### src/rtl/cordic_inv_af.sv
// Iterative hyperbolic-vectoring CORDIC computing atanh(y), or logit(p) when CORDIC_INV_LOGIT_EN
// is defined (sel=0 then maps p to 2p-1 and doubles the angle). One micro-step per cycle.
module cordic_inv_af #(
  parameter int n         = 8,
  parameter int FRAC_BITS = 4,
  parameter int ITER      = 8
) (
  input  logic         clk,
  input  logic         rst,
  input  logic         in_valid,
  output logic         in_ready,
  input  logic [n-1:0] y_in,
  input  logic         sel,
  output logic         out_valid,
  input  logic         out_ready,
  output logic [n-1:0] z_out,
  output logic         sat
);

  localparam int SH   = 12 - FRAC_BITS;
  localparam int RND  = 1 << (SH - 1);
  localparam int MAXV = (1 << (n - 1)) - 1;
  localparam int MINV = -(1 << (n - 1));

  localparam logic [1:0] StIdle = 2'd0;
  localparam logic [1:0] StRun  = 2'd1;
  localparam logic [1:0] StDone = 2'd2;

  logic [1:0]         state_q;
  logic signed [15:0] x_q, y_q, z_q;
  logic [3:0]         cnt_q;
  logic               oor_q, neg_q;

  // Q4.12 atanh(2^-i), rounded to nearest
  function automatic logic signed [15:0] atanh_lut(input logic [3:0] i);
    case (i)
      4'd1:    atanh_lut = 16'sd2250;
      4'd2:    atanh_lut = 16'sd1046;
      4'd3:    atanh_lut = 16'sd515;
      4'd4:    atanh_lut = 16'sd256;
      4'd5:    atanh_lut = 16'sd128;
      4'd6:    atanh_lut = 16'sd64;
      4'd7:    atanh_lut = 16'sd32;
      4'd8:    atanh_lut = 16'sd16;
      4'd9:    atanh_lut = 16'sd8;
      4'd10:   atanh_lut = 16'sd4;
      4'd11:   atanh_lut = 16'sd2;
      4'd12:   atanh_lut = 16'sd1;
      default: atanh_lut = 16'sd0;
    endcase
  endfunction

  assign in_ready  = (state_q == StIdle);
  assign out_valid = (state_q == StDone);

  // Operand conditioning, done in 32 bits so the range check sees the true value
  logic signed [31:0] y_ext, y_sh, y0_w;
  logic               oor;

`ifdef CORDIC_INV_LOGIT_EN
  logic logit_q;
`else
  logic unused_sel;
  assign unused_sel = sel;
`endif

  always_comb begin
    y_ext = {{(32 - n){y_in[n-1]}}, y_in};
    y_sh  = y_ext <<< SH;
`ifdef CORDIC_INV_LOGIT_EN
    y0_w  = sel ? y_sh : (y_sh <<< 1) - 32'sd4096;
`else
    y0_w  = y_sh;
`endif
    oor   = (y0_w > 32'sd3072) || (y0_w < -32'sd3072);
  end

  // Micro-step: shift index sequence 1,2,3,4,4,5..ITER
  logic [3:0]         sh_amt;
  logic signed [15:0] xs, ys, at, x_nx, y_nx, z_nx;

  always_comb begin
    sh_amt = (cnt_q <= 4'd3) ? cnt_q + 4'd1 : cnt_q;
    xs     = x_q >>> sh_amt;
    ys     = y_q >>> sh_amt;
    at     = atanh_lut(sh_amt);
    if (y_q[15]) begin
      x_nx = x_q + ys;
      y_nx = y_q + xs;
      z_nx = z_q - at;
    end else begin
      x_nx = x_q - ys;
      y_nx = y_q - xs;
      z_nx = z_q + at;
    end
  end

  // Final angle: optional doubling, round half-up to FRAC_BITS, saturate to n bits
  logic signed [31:0] zr, zrnd;
  logic [n-1:0]       zq;

  always_comb begin
    zr = {{16{z_nx[15]}}, z_nx};
`ifdef CORDIC_INV_LOGIT_EN
    if (!logit_q) zr = zr <<< 1;
`endif
    zrnd = (zr + RND) >>> SH;
    if (zrnd > MAXV)      zq = n'(MAXV);
    else if (zrnd < MINV) zq = n'(MINV);
    else                  zq = n'(zrnd);
  end

  always_ff @(posedge clk) begin
    if (rst) begin
      state_q <= StIdle;
      x_q     <= '0;
      y_q     <= '0;
      z_q     <= '0;
      cnt_q   <= '0;
      oor_q   <= 1'b0;
      neg_q   <= 1'b0;
      z_out   <= '0;
      sat     <= 1'b0;
`ifdef CORDIC_INV_LOGIT_EN
      logit_q <= 1'b0;
`endif
    end else begin
      case (state_q)
        StIdle: begin
          if (in_valid) begin
            state_q <= StRun;
            x_q     <= 16'sd4096;
            y_q     <= y0_w[15:0];
            z_q     <= '0;
            cnt_q   <= '0;
            oor_q   <= oor;
            neg_q   <= y0_w[31];
`ifdef CORDIC_INV_LOGIT_EN
            logit_q <= sel;
`endif
          end
        end
        StRun: begin
          x_q   <= x_nx;
          y_q   <= y_nx;
          z_q   <= z_nx;
          cnt_q <= cnt_q + 4'd1;
          if (cnt_q == 4'(ITER)) begin
            state_q <= StDone;
            z_out   <= oor_q ? (neg_q ? n'(-MAXV) : n'(MAXV)) : zq;
            sat     <= oor_q;
          end
        end
        StDone: begin
          if (out_ready) state_q <= StIdle;
        end
        default: state_q <= StIdle;
      endcase
    end
  end

endmodule

### config.mk
export PLATFORM = sky130hd
export DESIGN_NAME = cordic_inv_af
export DESIGN_NICKNAME = d
export VERILOG_FILES = /design/src/rtl/cordic_inv_af.sv
export SDC_FILE = /design/constraint.sdc
export NUM_CORES = 1
export LEC_CHECK = 0
export CAP_MARGIN = 25
export CORE_AREA = 2 2 94 187
export CTS_CLUSTER_DIAMETER = 80
export DETAILED_ROUTE_END_ITERATION = 7
export DIE_AREA = 0 0 96 189
export PLACE_DENSITY = 0.66
export SLEW_MARGIN = 5
export SYNTH_ARGS = -nofsm -noshare
export SYNTH_HDL_FRONTEND = slang
export SYNTH_SLANG_ARGS = --single-unit
### constraint.sdc
create_clock -name clk -period 8.1 [get_ports clk]
set_clock_uncertainty 0.2 [all_clocks]
set_input_delay 0.81 -clock clk [delete_from_list [all_inputs] [get_ports clk]]
set_output_delay 0.81 -clock clk [all_outputs]
set_load 0.02 [all_outputs]
Word-level counts from Yosys, hierarchy flattened. Memories as Yosys holds them, arrays and structs flattened. Index checks and enable logic that the tools add are counted.

Input bits: 13. Output and inout bits: 11. Logic and storage cells: 58. Memory bits (read-only): 192. Memories: 1. Bits in registers: 65.

Shift-type cells: 2. Add/sub/neg operators: 8. Reductions and logical operators: 7. $lt $le $gt $ge: 5. Muxes and demuxes: 20. Equal/unequal tests: 6.

Memory list: (name not given) (words 16, width 12, read ports 1, clocked after memory_dff 0, write ports 0, RTL line 36) `case (i)`.

Operator list (number): $mux W16 (6); $pmux W16 S2 (3); $add A16 B16 Y16 (3); $sub A16 B16 Y16 (3); $mux W8 (4); $sshr A16 B4 Y16 (2); $add A16 B9 Y17 const B (1); $gt A16 B13 Y1 const B (1); $lt A16 B13 Y1 const B (1); $gt A9 B8 Y1 const B (1); $lt A9 B8 Y1 const B (1); $mux W4 (2); $pmux W4 S2 (1); $mux W2 (3); $pmux W2 S3 (1); $reduce_and A2 Y1 (3); $add A4 B1 Y4 const B (1); $eq A4 B4 Y1 const B (1); $le A4 B2 Y1 const B (1); $ne A2 B2 Y1 const B (2); $reduce_and A3 Y1 (1); $eq A2 B1 Y1 const B (1); $eq A2 B2 Y1 const B (1); $logic_not A2 Y1 (1); other kinds (3) (3).

Depth between registers and ports, before layout. An unclocked memory read counts as a cell.

Word-level depth: 10. Mapped depth: 29. Depth with buffers taken out: 23.

Least setup slack after synthesis. OpenSTA, ideal clock, no wires.

Kind: register to register. From: register cnt_q[0]. To: register y_q[15]. Path buffers: 5. Stages on the path, launching flop included: 28. Data arrival time: 5.576 ns. Period minus slack after synthesis: 5.862 ns. Setup slack: 2.238 ns. Cells stage by stage: dfxtp_1 > buf_6 > inv_1 > clkbuf_1 > ha_1 > buf_2 > or3b_1 > buf_6 > nand2_4 > buf_12 > nor2_2 > a22o_1 > o311ai_2 > inv_1 > ha_1 > nor2_1 > a21oi_1 > ha_1 > a21o_1 > a21o_1 > a2111oi_0 > o21ai_0 > or4_1 > o311a_1 > a31oi_1 > o21ai_0 > xnor2_1 > a221oi_2.

Cells in the longest elaborated chain, start to end: 6. Elaborated cells on any way between the ends: 8. Those cells by class: add/sub (3); order compare (1); shift (1); mux (3).

RTL lines: start: declaration (RTL line 31) `logic [3:0] cnt_q;`; start signal: assignment (RTL line 147) `cnt_q <= cnt_q + 4'd1;`; $add A4 B1 Y4 or $le A4 B2 Y1 (tied branches) (RTL line 83) `sh_amt = (cnt_q <= 4'd3) ? cnt_q + 4'd1 : cnt_q;`; $mux W4 * (RTL line 83); $sshr A16 B4 Y16 * (RTL line 84) `xs = x_q >>> sh_amt;`; $sub A16 B16 Y16 or $add A16 B16 Y16 (tied branches) (RTL line 93, 89); $mux W16 * (RTL line 87) `if (y_q[15]) begin`; $pmux W16 S2 * (RTL line 128) `case (state_q)`; end signal: assignment (RTL line 133) `y_q <= y0_w[15:0];`; end signal: assignment (RTL line 145) `y_q <= y_nx;`; end: declaration (RTL line 30) `logic signed [15:0] x_q, y_q, z_q;`.

Mark *: on every way between the ends. The rest lies on a longest branch, timed or not. A chain may end at the register's enable or synchronous reset.

Final worst setup path.
From: register cnt_q[1]. To: register y_q[15].

Same word-level chain as after synthesis.

==> out/metrics.cfg <==
[outcome]
outcome=finished, final reports clean

[synth]
synthTopCellsByArea=dfxtp_1 (16%), ha_1 (7.7%), nor2_1 (5.5%)
synth-seq-cells=65
synth.avg_cell_area_sq_um=7.364
ys_top_cells_by_count=nor2_1 (120), nand2_1 (87), a21oi_1 (85)
netlist_instances=1122
syn-cell-area_sq_um=8263
yosysSeqAreaShare=0.1575
yosys_warnings=0
synth.most_common_cell=nor2_1
synthArstFlopShare=0
synth_cell_types=99
synth_fp_nets=1189
synth_top_area_share=0.1575
synth_edf_count=0
synth_flop_cell=dfxtp_1
synth_top_area_cell=dfxtp_1

[clocking]
cts_setup_buffers=0
clkSinkCount=65
clk_pin_slew_worst_paths_ps=60
cts_resized=0
hold_buffers=0
numCtsBuffers=9
clk_latency_ps=350
cts.htree.levels=3
clockRootBuffer=clkbuf_16
clockBufferDepth=2
cts_tree=built

[final_layout]
ff_latch_area_sq_um=1304
area_growth_pct=6.299
fin_util=0.5265
fillCellCount=1652
diodes=0
final_nets=1162
drive_above_1_share=0.1000
multi_input_area_sq_um=6399

[floorplan]
die_h_um=189
die_x_um=96
core_area_sq_um=16680
fp-row-count=67
initial_core_util=0.4953
die_area_sq_um=18140
ios=24

[grt]
use_met1=0.3196
track_usage=0.3107
grtUsageMet2=0.5342
overflow=0
grt_pass1_wl_mm=43.28
grt_start_max_net_pins=66
use_met3=0.04019
busiest_layer=met2
antenna_found_initial=0
grt_pass1_vias=8224

[timing]
rsz0062_at_grt=false
relSlewSlack=0.3418
max_freq_mhz=144.9
fin_crit_sh=0.8520
worst_slack_ps=1199
worst_pin_slew_ps=983.7
period_minus_slack_ps=6901
hold_viol_final=0
tns_ps=0
setup_viol=0
slew_violations=0

[detailed_routing]
drtAntennaViolNets=0
viasPerCell=6.614
dr.pass1.iters=5
drc=0
vias=8645
wl_per_cell_um=21.00
drtIter0Drc=807
routed_wl_mm=27.45

[worst_setup_path]
start_kind=flop
critical_path_required_ps=8160
critPathKind=flop to flop
critPathCaptureType=flop
cp_max_fo=22
cp.arrival_ps=6960

[placed_design]
port_buffers=22
gp_congestion=1.037
dp_slack_ps=1345
hpwl_mm=20.18

[power]
p_leak_nw=3.427
peakVddDrop_v=0.0001674
powerDensity_nw_per_um2=367.1

[flow_run]
maxCapViolCount=0

[hold_path]
hold_class=flop to flop

[power by group]
| group | total [W] | switching [W] | internal [W] |
|---|---|---|---|
| registers | 0.000580 | 0.000187 | 0.000394 |
| clock network | 0.000387 | 0.000167 | 0.000220 |
| logic | 0.00226 | 0.00127 | 0.000990 |
[kinds of logic after synthesis]
logic type               share of synthesized area
AND/OR/NAND/NOR                             0.2665
AO/OA/AOI/OAI                               0.3071
buffers and inverters                      0.06966
flip-flops                                  0.1575
XOR/XNOR                                   0.06254
adder cells (fa/ha/maj)                    0.08449
multiplexers                               0.05224
[critical path, stage by stage, from the launching register on]
cell       delay [ps]
dfxtp_1           480
buf_4             240
ha_1              760
nand2b_1          220
nand2_1           440
nor2_1            220
a22o_1            280
o311ai_2          420
inv_1             120
ha_1              300
nor2_1             40
a21oi_1           190
ha_1              270
a21o_1            180
a21o_1            210
a2111oi_0         580
o21ai_0           230
or4_1             430
o311a_1           150
a31oi_1           270
o21ai_0           170
xnor2_1           160
a221oi_2          250
[cell usage in the layout (no fill, tap or decap), types with 12 or more instances in the layout]
cell type,instances
nor3_1,33
nor2_1,119
nand3_1,62
dfxtp_1,63
clkdlybuf4s50_1,21
inv_1,38
o21ai_0,67
a21o_1,12
and3_1,13
xnor2_1,34
a31oi_1,35
xor2_1,25
nor2b_1,19
a21oi_1,85
a22oi_1,13
ha_1,51
and2_1,15
a211oi_1,12
mux2i_1,15
o211ai_1,13
a311oi_1,13
o21a_1,13
nand2_1,87
buf_4,16
[metrics by stage]
step | hold WS [ps] | total power [W] | cell area, sq um | cells
finish | 262.6 | 0.003224 | 8783 | 1307
global route | 280.9 | 0.003500 | 8783 | 1307
CTS | 261.2 | 0.003206 | 8783 | 1307
detailed placement | 246.1 | 0.002803 | 8494 | 1291
global placement | 246.4 | 0.002768 | 8467 | 1290
floorplan | 247.8 | 0.002337 | 8263 | 1122
[final timing paths]
path	startpoint	endpoint	slack (ps)	depth (start not counted)
setup / recovery	cnt_q[1]	y_q[15]	1200	22
hold reg to reg	z_out[5]	z_out[5]	260	2
setup reg to reg	cnt_q[1]	y_q[15]	1200	22
hold / removal	z_out[5]	z_out[5]	260	2
[flip-flops by register name, indices dropped and copies added (netlist names)]
signal and cells:
state_q 2, y_q 16, cnt_q 4, x_q 16, z_out 8, oor_q 1, neg_q 1, z_q 16
sat 1
[final cells by class]
cell class                 instances  area share
sequential                        65      0.1484
multi-input combinational        939      0.7285
clock inverter                     6    0.005698
tap                              207     0.02949
clock buffer                      10     0.02721
timing repair buffer              40     0.04359
inverter                          40     0.01709
[layer usage]
metal / vias to the layer above / part of all wire
li1: 4130 / -
met1: 4019 / 0.35
met2: 341 / 0.50
met3: 155 / 0.048
met4: 0 / 0.10
met5: - / 0
Note: power is estimated with default switching activity, not from simulation.
